**src/rtl/podule_bus.sv**
```systemverilog
// ---------------------------------------------------------------------------
// podule_bus
//   Expansion (podule) bus controller. Sits between the IOC-decoded podule
//   window and up to four podule cards (slot 0 = IDE). Routes each CPU cycle
//   to a slot by address, runs a registered per-slot ack handshake, muxes the
//   read data back and merges the per-slot interrupt requests into pirq/pfiq.
//
//   Optional feature macro: PODULE_TIMEOUT_EN
//     defined   : ACCESS watchdog. A slot that does not ack within TIMEOUT
//                 ACCESS cycles is cut off, bus_dat_o = FFFF, timeout_err set.
//     undefined : ACCESS waits for the slot indefinitely, timeout_err = 0.
//
// Parameters
//   NUM_SLOTS  populated slots, 1..4 (slot index = bus_adr[13:12])
//   TIMEOUT    watchdog limit in ACCESS cycles, 2..65535
//
// Ports
//   clkcpu, rst_n      clock, asynchronous active-low reset
//   bus_sel/we/adr     CPU request (adr = cpu_address[15:2])
//   bus_dat_i/o        write data in, registered read data out
//   bus_ack            one-cycle completion strobe
//   slot_sel           one-hot slot strobe, held for the whole access
//   slot_we/adr/dat_o  latched write enable, offset and write data
//   slot_dat_i         per-slot read data, slot n at [16n+15:16n]
//   slot_ack           per-slot completion, honoured only for the selected slot
//   slot_present       1 = card fitted
//   slot_irq/firq      level interrupt requests
//   pirq/pfiq          registered OR of requests from fitted cards
//   timeout_err        sticky watchdog flag (cleared only by reset)
//   dbg_state          current FSM state (0 IDLE, 1 ACCESS, 2 DONE)
//
// Handshake: the CPU side holds bus_sel high until it has seen bus_ack; a
// cycle starts only when bus_sel is seen in IDLE, and after completion the
// controller waits for bus_sel to drop before accepting another. On the slot
// side slot_sel (with we/adr/dat) is held stable until the selected slot
// returns slot_ack, which completes the transfer in that same cycle.
// ---------------------------------------------------------------------------
module podule_bus #(
   parameter int NUM_SLOTS = 4,
   parameter int TIMEOUT   = 255
) (
   input  logic                    clkcpu,
   input  logic                    rst_n,
   input  logic                    bus_sel,
   input  logic                    bus_we,
   input  logic [13:0]             bus_adr,
   input  logic [15:0]             bus_dat_i,
   output logic [15:0]             bus_dat_o,
   output logic                    bus_ack,
   output logic [NUM_SLOTS-1:0]    slot_sel,
   output logic                    slot_we,
   output logic [11:0]             slot_adr,
   output logic [15:0]             slot_dat_o,
   input  logic [16*NUM_SLOTS-1:0] slot_dat_i,
   input  logic [NUM_SLOTS-1:0]    slot_ack,
   input  logic [NUM_SLOTS-1:0]    slot_present,
   input  logic [NUM_SLOTS-1:0]    slot_irq,
   input  logic [NUM_SLOTS-1:0]    slot_firq,
   output logic                    pirq,
   output logic                    pfiq,
   output logic                    timeout_err,
   output logic [1:0]              dbg_state
);

   typedef enum logic [1:0] {
      ST_IDLE   = 2'd0,
      ST_ACCESS = 2'd1,
      ST_DONE   = 2'd2
   } state_t;

   if (NUM_SLOTS < 1 || NUM_SLOTS > 4 || TIMEOUT < 2 || TIMEOUT > 65535) begin : g_bad_cfg
      $error("podule_bus: NUM_SLOTS must be 1..4 and TIMEOUT 2..65535");
   end

   state_t      r_state;
   state_t      w_next;

   logic [1:0]  r_slot;
   logic        r_sel_on;
   logic        r_we;
   logic [11:0] r_adr;
   logic [15:0] r_wdat;
   logic [15:0] r_bus_dat;
   logic        r_bus_ack;
   logic        r_ack_sent;
   logic        r_pirq;
   logic        r_pfiq;

   logic [1:0]  w_req_slot;
   logic        w_req_present;
   logic        w_start;
   logic        w_finish_ack;
   logic        w_finish_to;
   logic        w_cnt_hit;

   // All per-slot inputs are widened to four lanes so the 2-bit slot index
   // can address them directly; unfitted lanes read as absent / no ack.
   logic [3:0]  w_present4;
   logic [3:0]  w_ack4;
   logic [15:0] w_dat4 [4];

   genvar gi;
   for (gi = 0; gi < 4; gi++) begin : g_lane
      if (gi < NUM_SLOTS) begin : g_fit
         assign w_present4[gi] = slot_present[gi];
         assign w_ack4[gi]     = slot_ack[gi];
         assign w_dat4[gi]     = slot_dat_i[16*gi +: 16];
         assign slot_sel[gi]   = r_sel_on && (r_slot == 2'(gi));
      end else begin : g_empty
         assign w_present4[gi] = 1'b0;
         assign w_ack4[gi]     = 1'b0;
         assign w_dat4[gi]     = 16'hFFFF;
      end
   end

   assign w_req_slot    = bus_adr[13:12];
   assign w_req_present = w_present4[w_req_slot];

   // ---------------------------------------------------------------- FSM
   always_ff @(posedge clkcpu or negedge rst_n) begin
      if (!rst_n) begin
         r_state <= ST_IDLE;
      end else begin
         r_state <= w_next;
      end
   end

   always_comb begin
      w_next       = r_state;
      w_start      = 1'b0;
      w_finish_ack = 1'b0;
      w_finish_to  = 1'b0;
      case (r_state)
         ST_IDLE: begin
            if (bus_sel) begin
               w_start = 1'b1;
               w_next  = w_req_present ? ST_ACCESS : ST_DONE;
            end
         end
         ST_ACCESS: begin
            // A real ack in the watchdog's last cycle still wins.
            if (w_ack4[r_slot]) begin
               w_finish_ack = 1'b1;
               w_next       = ST_DONE;
            end else if (w_cnt_hit) begin
               w_finish_to = 1'b1;
               w_next      = ST_DONE;
            end
         end
         ST_DONE: begin
            if (!bus_sel) begin
               w_next = ST_IDLE;
            end
         end
         default: w_next = ST_IDLE;
      endcase
   end

   // ----------------------------------------------------------- datapath
   always_ff @(posedge clkcpu or negedge rst_n) begin
      if (!rst_n) begin
         r_slot      <= 2'd0;
         r_sel_on    <= 1'b0;
         r_we        <= 1'b0;
         r_adr       <= 12'd0;
         r_wdat      <= 16'd0;
         r_bus_dat   <= 16'hFFFF;
         r_bus_ack   <= 1'b0;
         r_ack_sent  <= 1'b0;
         r_pirq      <= 1'b0;
         r_pfiq      <= 1'b0;
      end else begin
         // bus_ack fires on the first DONE cycle only; r_ack_sent remembers
         // that it has gone out until the FSM leaves DONE.
         r_bus_ack  <= (r_state == ST_DONE) && !r_ack_sent;
         r_ack_sent <= (r_state == ST_DONE);

         if (w_start) begin
            r_slot   <= w_req_slot;
            r_we     <= bus_we;
            r_adr    <= bus_adr[11:0];
            r_wdat   <= bus_dat_i;
            r_sel_on <= w_req_present;
            if (!w_req_present) begin
               r_bus_dat <= 16'hFFFF;
            end
         end

         if (w_finish_ack) begin
            r_sel_on <= 1'b0;
            if (!r_we) begin
               r_bus_dat <= w_dat4[r_slot];
            end
         end

         if (w_finish_to) begin
            r_sel_on  <= 1'b0;
            r_bus_dat <= 16'hFFFF;
         end

         r_pirq <= |(slot_irq & slot_present);
         r_pfiq <= |(slot_firq & slot_present);
      end
   end

`ifdef PODULE_TIMEOUT_EN
   logic [15:0] r_cnt;
   logic        r_timeout_err;

   assign w_cnt_hit = (r_cnt == 16'(TIMEOUT - 1));

   // r_cnt holds the number of completed ACCESS cycles of the current access.
   always_ff @(posedge clkcpu or negedge rst_n) begin
      if (!rst_n) begin
         r_cnt         <= 16'd0;
         r_timeout_err <= 1'b0;
      end else begin
         if (w_start) begin
            r_cnt <= 16'd0;
         end else if (r_state == ST_ACCESS) begin
            r_cnt <= r_cnt + 16'd1;
         end
         if (w_finish_to) begin
            r_timeout_err <= 1'b1;
         end
      end
   end

   assign timeout_err = r_timeout_err;
`else
   assign w_cnt_hit   = 1'b0;
   assign timeout_err = 1'b0;
`endif

   assign bus_dat_o  = r_bus_dat;
   assign bus_ack    = r_bus_ack;
   assign slot_we    = r_we;
   assign slot_adr   = r_adr;
   assign slot_dat_o = r_wdat;
   assign pirq       = r_pirq;
   assign pfiq       = r_pfiq;
   assign dbg_state  = r_state;

endmodule
```
**config.mk**
```make
export PLATFORM = sky130hd
export DESIGN_NAME = podule_bus
export DESIGN_NICKNAME = d
export VERILOG_FILES = /design/src/rtl/podule_bus.sv
export SDC_FILE = /design/constraint.sdc
export NUM_CORES = 1
export LEC_CHECK = 0
export ABC_AREA = 1
export BUFFER_PORTS_ARGS = -buffer_cell sky130_fd_sc_hd__buf_2
export CAP_MARGIN = 5
export CORE_UTILIZATION = 40
export CTS_CLUSTER_DIAMETER = 80
export DETAILED_ROUTE_END_ITERATION = 10
export PLACE_DENSITY = 0.74
export SYNTH_ARGS = -nofsm -noshare
export SYNTH_HDL_FRONTEND = slang
export SYNTH_SLANG_ARGS = --single-unit
export TNS_END_PERCENT = 1
```
**constraint.sdc**
```tcl
create_clock -name clkcpu -period 1.43 [get_ports clkcpu]
set_input_delay 0.286 -clock clkcpu [delete_from_list [all_inputs] [get_ports clkcpu]]
set_output_delay 0.286 -clock clkcpu [all_outputs]
set_load 0.01 [all_outputs]
```
==> summary.txt <==
Pwr
  • Total Power: about 8400 µW
  • Reg power frac: 0.322
  • Combinational power share: 0.579
  • Psw: 3680 µW
  • Leak: 0.00263 µW
  • Pwr Density: slightly below 2000 nW/µm²
  • VDD IR max: 0.917 mV
  • Switch share: 0.440
  • Int Pwr: 4680 µW
  • Clk pwr share: 0.100

Floorplanning
  • Initial Util: 0.412
  • Die Y: 88.4 µm
  • Num rows: 31
  • CORE AREA: 7250 µm²
  • Die width: 88.4 µm
  • I/O pin count: 169
  • Die area: 7820 µm²

Setup path
  • RR Endpoint: bus_dat_o[5]$_DFF_PN1_
  • R2R setup slack: roughly 20 ps
  • Crit. Startpoint: r_slot[0]$_DFFE_PN0N_
  • Critical Path Start Type: register
  • Crit path DAT: 1150 ps
  • Critical Path Sink: slot_sel[3]
  • Worst-case reg-to-reg path depth: 9
  • CP Capture Type: output pin
  • CP required: ~1100 ps
  • CP Max Fanout: 3
  • CP Class: reg2out
  • Reg-to-Reg Start: r_slot[0]$_DFFE_PN0N_

Route
  • Final WL: ~8300 µm
  • DR DRC count: 0
  • Via Count: 3323
  • Vias/cell: 4.61
  • Starting DRT DRC Count: 126
  • Drt pass-1 iters: 4
  • Final ANT Viol Nets: 0
  • Routed len/inst: 11.6 µm

Finish
  • Most frequent cells in the layout: nand2_1 (300), buf_2 (167), dfrtp_1 (37)
  • Share of cells above drive strength 1: 0.371
  • Layout Nets: 735
  • Most common cell after layout, fill and taps aside: nand2_1
  • Fill cell count: 711
  • Ant diodes: 0
  • Final cell count without fillers: 721
  • Cell area after layout: 4260 µm²
  • Area Overhead vs Synth: 42.8%

Timing
  • Setup TNS Final: -19.4 ps
  • PnR worst setup slack: -9.08 ps
  • Hold Fails Final Rpt: 0
  • Tcrit/Tclk final: 1.01
  • Fin crit period: 1440 ps
  • Worst Clk Skew: between 8 and 9 ps
  • Final max-slew violation count: 0
  • RSZ-0062 raised after global routing: true
  • FMAX: around 690 MHz
  • Final Setup Violations: 3

Clock network
  • Reg clk slew, reported paths: approximately 100 ps
  • CTS H-tree depth: 2
  • Longest Clk Path Bufs: 2
  • Worst skew pair latency: 300 ps
  • TritonCTS Buffers: 5
  • Clock tree from TritonCTS: yes
  • CTS sink count: 54
  • Root buffer cell: clkbuf_8

Placement
  • Dpl cell area: 3930 µm²
  • Pre-CTS setup slack: just under 100 ps
  • Post-DP HPWL: 5990 µm
  • Dpl cells: 700
  • Routability Congestion: around 0.81
  • Port Buf Inserts: 167

Global route
  • Pin count of the biggest net entering global routing: 55
  • Initial antenna violation count: 0
  • Vias in the first global route: 3026
  • GRT Residual Overflow: 0
  • First-pass GRT wire length: 13000 µm
  • Global Route Usage Sum: 0.212

Status
  • Status: complete, but fails checks
  • Violated checks: negative setup slack

Flow run
  • Maxcap violations: 0

Synth
  • #FFs+latches synth: 54
  • Mapped Cells: around 450
  • Top-area cell type share of the netlist area: 0.381
  • Mapped Area: 2990 µm²
  • Syn nets: 560
  • Sequential fraction of the synthesis area: 0.459
  • Synth area leader: nand2_1
  • Ranking of synthesized cells by area: nand2_1 (38%), dfrtp_1 (32%), dfstp_2 (14%)
  • Syn avg cell area: 6.70 µm²
  • YS warnings: 0
  • Post-synth cell types: 22

Min path
  • Worst Hold Depth: 3
  • Worst Hold Class: in2reg
## Yosys cell counts (all sizes together)
cell and instances:
buf 17, clkbuf 6, clkinv 1, conb 1, dfrtp 38, dfstp 16
inv 25, nand2 305, nand3 5, nand4 18, nor2 4, nor3 6
o21ai 4
## how the worst min path moves through the flow
stage | from | end | slack [ps]
after floorplan | rst_n | bus_ack$_DFF_PN0_ | -10
after global placement | rst_n | slot_dat_o[5]$_DFFE_PN0N_ | 300
after detailed placement | rst_n | slot_dat_o[5]$_DFFE_PN0N_ | 300
after CTS | bus_dat_i[8] | slot_dat_o[8]$_DFFE_PN0N_ | 160
after global routing | bus_adr[7] | slot_adr[7]$_DFFE_PN0N_ | 170
final | bus_dat_i[8] | slot_dat_o[8]$_DFFE_PN0N_ | 180
## area by class of cell
cell class,instances,area (µm²),area share
multi-input combinational,344,1450,0.340
sequential,54,1370,0.322
timing repair buffer,190,1130,0.264
tap,99,124,0.0290
inverter,26,100,0.0235
clock buffer,5,68.8,0.0161
clock inverter,3,21.3,0.00499
## registers in the layout, indices dropped and copies added, names as in the netlist
| name | flops |
|---|---|
| r_ack_sent | 1 |
| slot_we | 1 |
| slot_dat_o | 16 |
| dbg_state | 2 |
| pfiq | 1 |
| r_sel_on | 1 |
| r_slot | 2 |
| slot_adr | 12 |
| bus_ack | 1 |
| bus_dat_o | 16 |
| pirq | 1 |
## stage by stage
| stage | hold slack [ps] | utilization |
|---|---|---|
| 2_1_floorplan | -9.59 | - |
| 3_3_place_gp | 299 | 0.542 |
| 3_5_place_dp | 301 | 0.542 |
| 4_1_cts | 165 | 0.577 |
| 5_1_grt | 170 | 0.588 |
| 6_report | 180 | 0.588 |
## critical path: stages, from the launching register on
cell and delay [ps]:
dfrtp_2 430, inv_4 50, buf_12 130, nor3_4 90, buf_2 150
## cell families after synthesis
logic type | after synthesis | share of synthesized area
compound gates | 4 | 0.00670
flops | 54 | 0.459
simple gates | 338 | 0.455
other cells | 1 | 0.00126
buf+inv | 49 | 0.0779
## what timing repair did
action                                  CTS  global route
endpoints found under the setup margin    4            23
buffers inserted                          7             1
hold buffers                              1             0
pin swaps                                 4             2
endpoints found under the hold margin    38             0
gates cloned                              2             2
gates resized for setup                   9             9
## metal layers
layer	share of wire	global-route usage	vias to the layer above
met4	0.014	0.0513	0
met5	0	0	-
li1	-	-	1708
met3	0.048	0.0420	12
met2	0.52	0.397	89
met1	0.42	0.248	1514
## power groups by stage
| stage | Sequential, µW | Clock [µW] | Combinational (µW) |
|---|---|---|---|
| 3_5_place_dp | 2710 | 0 | 4100 |
| 5_1_grt | 2780 | 927 | 5440 |
| 3_3_place_gp | 2690 | 0 | 4000 |
| 4_1_cts | 2690 | 870 | 4590 |
| 6_report | 2690 | 834 | 4840 |
| 2_1_floorplan | 2970 | 0 | 2380 |
Note: power is estimated with default switching activity, not from simulation.
